<file path="config.mk">
export PLATFORM = sky130hd
export DESIGN_NAME = flag_int_unit
export DESIGN_NICKNAME = d
export VERILOG_FILES = /design/src/rtl/flag_int_unit.sv
export SDC_FILE = /design/constraint.sdc
export NUM_CORES = 1
export LEC_CHECK = 0
export CELL_PAD_IN_SITES_DETAIL_PLACEMENT = 1
export CELL_PAD_IN_SITES_GLOBAL_PLACEMENT = 1
export CORE_UTILIZATION = 29
export DETAILED_ROUTE_END_ITERATION = 8
export PLACE_DENSITY_LB_ADDON = 0.3
export SLEW_MARGIN = 20
export SYNTH_ARGS = -nofsm -noshare
export SYNTH_HDL_FRONTEND = slang
export SYNTH_SLANG_ARGS = --single-unit
</file>
<file path="constraint.sdc">
create_clock -name clk -period 1.65 [get_ports clk]
set_clock_uncertainty 0.1 [all_clocks]
set_input_delay 0.2475 -clock clk [delete_from_list [all_inputs] [get_ports clk]]
set_output_delay 0.2475 -clock clk [all_outputs]
set_load 0.01 [all_outputs]
</file>
<file path="src/rtl/flag_int_unit.sv">
// Processor status flags (C, Z, I) with one-level shadow C/Z, and interrupt
// pending/request sequencing for the control unit.
module flag_int_unit #(
  parameter bit INT_EDGE    = 1'b1,
  parameter bit RETI_SETS_I = 1'b1
) (
  input  logic clk,
  input  logic rst,
  input  logic c_alu,
  input  logic z_alu,
  input  logic flg_c_ld,
  input  logic flg_c_set,
  input  logic flg_c_clr,
  input  logic flg_z_ld,
  input  logic int_set,
  input  logic int_clr,
  input  logic intr,
  input  logic int_take,
  input  logic flg_restore,
  output logic c_flag,
  output logic z_flag,
  output logic i_flag,
  output logic int_req,
  output logic in_isr
);

  typedef enum logic [1:0] {
    IDLE    = 2'd0,
    REQ     = 2'd1,
    SERVICE = 2'd2
  } state_e;

  state_e state_q, state_d;
  logic   c_q, c_d;
  logic   z_q, z_d;
  logic   i_q, i_d;
  logic   shadow_c_q, shadow_c_d;
  logic   shadow_z_q, shadow_z_d;
  logic   pending_q, pending_d;
  logic   intr_d_q;
  logic   int_req_q;
  logic   take_acc;

  // int_take only counts while a request is actually outstanding
  assign take_acc = int_take & (state_q == REQ);

  always_comb begin
    c_d        = c_q;
    z_d        = z_q;
    i_d        = i_q;
    shadow_c_d = shadow_c_q;
    shadow_z_d = shadow_z_q;

    if (take_acc) begin
      c_d        = 1'b0;
      shadow_c_d = c_q;
    end else if (flg_restore) begin
      c_d = shadow_c_q;
    end else if (flg_c_clr) begin
      c_d = 1'b0;
    end else if (flg_c_set) begin
      c_d = 1'b1;
    end else if (flg_c_ld) begin
      c_d = c_alu;
    end

    if (take_acc) begin
      z_d        = 1'b0;
      shadow_z_d = z_q;
    end else if (flg_restore) begin
      z_d = shadow_z_q;
    end else if (flg_z_ld) begin
      z_d = z_alu;
    end

    if (take_acc) begin
      i_d = 1'b0;
    end else if (flg_restore) begin
      if (RETI_SETS_I) i_d = 1'b1;
    end else if (int_clr) begin
      i_d = 1'b0;
    end else if (int_set) begin
      i_d = 1'b1;
    end
  end

  always_comb begin
    if (INT_EDGE) begin
      // a fresh edge coincident with int_take wins over the clear
      pending_d = (pending_q & ~take_acc) | (intr & ~intr_d_q);
    end else begin
      pending_d = intr;
    end
  end

  always_comb begin
    state_d = state_q;
    unique case (state_q)
      IDLE:    if (pending_q && i_q) state_d = REQ;
      REQ: begin
        if (int_take)  state_d = SERVICE;
        else if (!i_d) state_d = IDLE;
      end
      SERVICE: if (flg_restore) state_d = IDLE;
      default: state_d = IDLE;
    endcase
  end

  always_ff @(posedge clk) begin
    if (rst) begin
      state_q    <= IDLE;
      c_q        <= 1'b0;
      z_q        <= 1'b0;
      i_q        <= 1'b0;
      shadow_c_q <= 1'b0;
      shadow_z_q <= 1'b0;
      pending_q  <= 1'b0;
      intr_d_q   <= 1'b0;
      int_req_q  <= 1'b0;
    end else begin
      state_q    <= state_d;
      c_q        <= c_d;
      z_q        <= z_d;
      i_q        <= i_d;
      shadow_c_q <= shadow_c_d;
      shadow_z_q <= shadow_z_d;
      pending_q  <= pending_d;
      intr_d_q   <= intr;
      int_req_q  <= (state_d == REQ);
    end
  end

  assign c_flag  = c_q;
  assign z_flag  = z_q;
  assign i_flag  = i_q;
  assign int_req = int_req_q;
  assign in_isr  = (state_q == SERVICE);

endmodule

</file>
==> summary.md <==
| Metric | Value |
|---|---|
| Outcome | `complete, no violations` |
| Hold Fails Final Rpt | `0` |
| Post-synthesis compound-gate area fraction | `14.6%` |
| Top Ports | `18` |
| Least-Margin Pin Slew | `0.262 ns` |
| Synth Register Bits | `10` |
| GR Util All Layers | `14.6%` |
| Max-cap violations | `0` |
| PwrDens | `880 nW/um^2` |
| Global route overflow | `0` |
| Initial antenna violation count | `0` |
| Max Clock Freq | `0.658 GHz` |
| Combinational family with the most area after synthesis | `simple AND/OR/NAND/NOR gates` |
| Post-synth EDFFs | `0` |
| Cell family contributing the most delay on the critical path | `buffers and inverters` |
| CP Max Fanout | `3` |
| Number of buffers created by CTS | `3` |
| Worst stage delay on the critical path | `0.55 ns` |
| VDD IR max | `403 uV` |
| DP HPWL | `633 um` |
| Vias per cell | `4.70` |
| Die Width | `38.9 um` |
| Vias in the first global route | `331` |
| Layout cell share with drive strength beyond 1 | `16.7%` |
| Synthesized Nets | `52` |
| Starting Density | `33.2%` |
| Clock buffer depth | `2` |
| FP Rows | `12` |
| Critical path class | `flop to output pin` |
| Yosys warning total | `0` |
| Synthesized area | `394 um^2` |
| Fin util | `52.2%` |
| Total power draw | `545 uW` |
| Crit path buf inv count | `1` |
| Synth cell types | `17` |
| Path category of the worst min-delay check | `flop to flop` |
| CP Data Arrival Time | `1.17 ns` |
| Worst path cell trace | `clkdlybuf4s50_1` |
| Post-synth top flop | `dfxtp_1` |
| Post-Synth Adder-Cell Area | `0%` |
| Clock period minus worst slack | `1.52 ns` |
| Via count | `348` |
| Async SR Flop Fraction | `0%` |
| Slew Viols, Final | `0` |
| Final net count | `74` |
| Wire length per cell | `10.7 um` |
| CORE AREA | `1190 um^2` |
| Crit path capture type | `output pin` |
| DRC errors left | `0` |
| First-pass GRT wire length | `1410 um` |
| Share of the synthesized area in the top cell type | `50.8%` |
| Synthesized area per cell | `10.1 um^2` |
| Top cell type by total area after synthesis | `dfxtp_1` |
| Most frequent cell after synthesis | `dfxtp_1` |
| Simple-Gate Fraction of Synth Area | `19.4%` |
| Worst Setup Start Kind | `flop` |
| Port Buffer Count | `17` |
| Clock Sinks | `10` |
| Layout area overhead | `57.1%` |
| Crit-path slowest cell | `clkdlybuf4s50_1` |
| Mux cell area share after synthesis | `13.3%` |
| Main area contributors after synthesis | `dfxtp_1 51%, mux2i_1 7.6%, mux2_2 5.7%` |
| Syn Inst Count | `39` |
| Final period util | `92.0%` |
| Final setup violation count | `0` |
| H-tree Lvls | `1` |
| Pre-Repair DR Iteration Count | `1` |
| Post-synthesis xor/xnor area fraction | `0%` |
| Post-CTS setup buffers | `0` |
| Unrepaired setup endpoints after global routing | `no` |
| Max_slew headroom | `82.5%` |
| Post-synth top cells | `10 x dfxtp_1, 6 x nor2_1, 3 x mux2i_1` |
| CTS tree | `built` |
| Final TNS setup | `0 ns` |
| Die height | `38.9 um` |
| Clk Latency, worst-skew pair | `0.26 ns` |
| Lkg Pwr | `0.254 nW` |
| Drt total wl | `789 um` |
| Sequential share of the synthesized area | `50.8%` |
| Req. time, crit path | `1.30 ns` |
| GPL Wtd Cong | `0.686` |
| Antenna Cells | `0` |
| Root Driver | `clkbuf_4` |
| Clk slew on worst S/H paths | `0.07 ns` |
| Antenna-violating nets left | `0` |
| Largest net degree at the start of global routing | `8` |
| Die ar. | `1510 um^2` |
| DR iter-0 viols | `0` |
report_power, final:
group          leakage (nW)  internal, mW  switching (mW)
sequential           0.0818         0.252         0.00618
combinational         0.151        0.0473          0.0232
clock                0.0210         0.134          0.0829
total                 0.254         0.433           0.112
worst paths after layout:
check / from / end / slack [ns] / cells past startpoint
worst min-delay path: pending_q / pending_q / 0.35 / 2
worst max-delay path: i_flag / i_flag / 0.13 / 1
worst max register to register: state_q[1] / shadow_c_q / 0.55 / 3
worst min register to register: pending_q / pending_q / 0.35 / 2
layer usage:
metal / vias up / wire length (um) / share of wire [%] / track usage (%)
li1: 181 / - / - / -
met3: 0 / 45 / 5.7 / 8.67
met1: 158 / 366 / 46 / 16.5
met5: - / 0 / 0 / 0
met2: 9 / 378 / 48 / 22.5
met4: 0 / 0 / 0 / 5.17
metrics by stage:
step / instances / worst slack, ns / hold WS (ns) / instance area [um^2]
3_5_place_dp: 70 / 0.145 / 0.342 / 582
5_1_grt: 74 / 0.0783 / 0.373 / 619
4_1_cts: 74 / 0.110 / 0.361 / 619
2_1_floorplan: 39 / 0.653 / 0.217 / 394
6_report: 74 / 0.131 / 0.353 / 619
3_3_place_gp: 70 / 0.192 / 0.337 / 582
state kept, by name (all words and copies together), names as in the netlist:
signal	flops
state_q	2
c_flag	1
i_flag	1
int_req	1
intr_d_q	1
pending_q	1
shadow_c_q	1
shadow_z_q	1
z_flag	1
timing repair:
| item | in CTS | in global routing |
|---|---|---|
| hold buffers | 0 | 0 |
| resized for setup | 2 | 0 |
| endpoints found under the setup margin | 1 | 0 |
layout by cell type (no fill, tap or decap), drive strengths merged:
cell	count
inv	2
a21oi	2
dfxtp	10
nand2	1
o21ba	1
and2b	1
o2bb2ai	1
nor2	6
dlygate4sd2	1
mux2	2
nor2b	2
clkbuf	4
nand2b	2
clkdlybuf4s50	16
o21ai	2
mux2i	3
a211oi	2
nand3b	2
cells by family (layout without fill, tap and decap cells):
logic type             after synthesis  after routing
AOI/OAI and AO/OA                    8              8
buffers and inverters                2             23
DFF                                 10             10
muxes                                5              5
and+or+nand+nor                     14             14
layout make-up:
cell class	count	area, um^2
Sequential cell	10	200
Multi-Input combinational cell	27	189
Clock buffer	4	36.3
Inverter	2	7.51
Timing Repair Buffer	17	169
Fill cell	143	567
Tap cell	14	17.5
No activity file was read; power rests on OpenSTA's default activity.
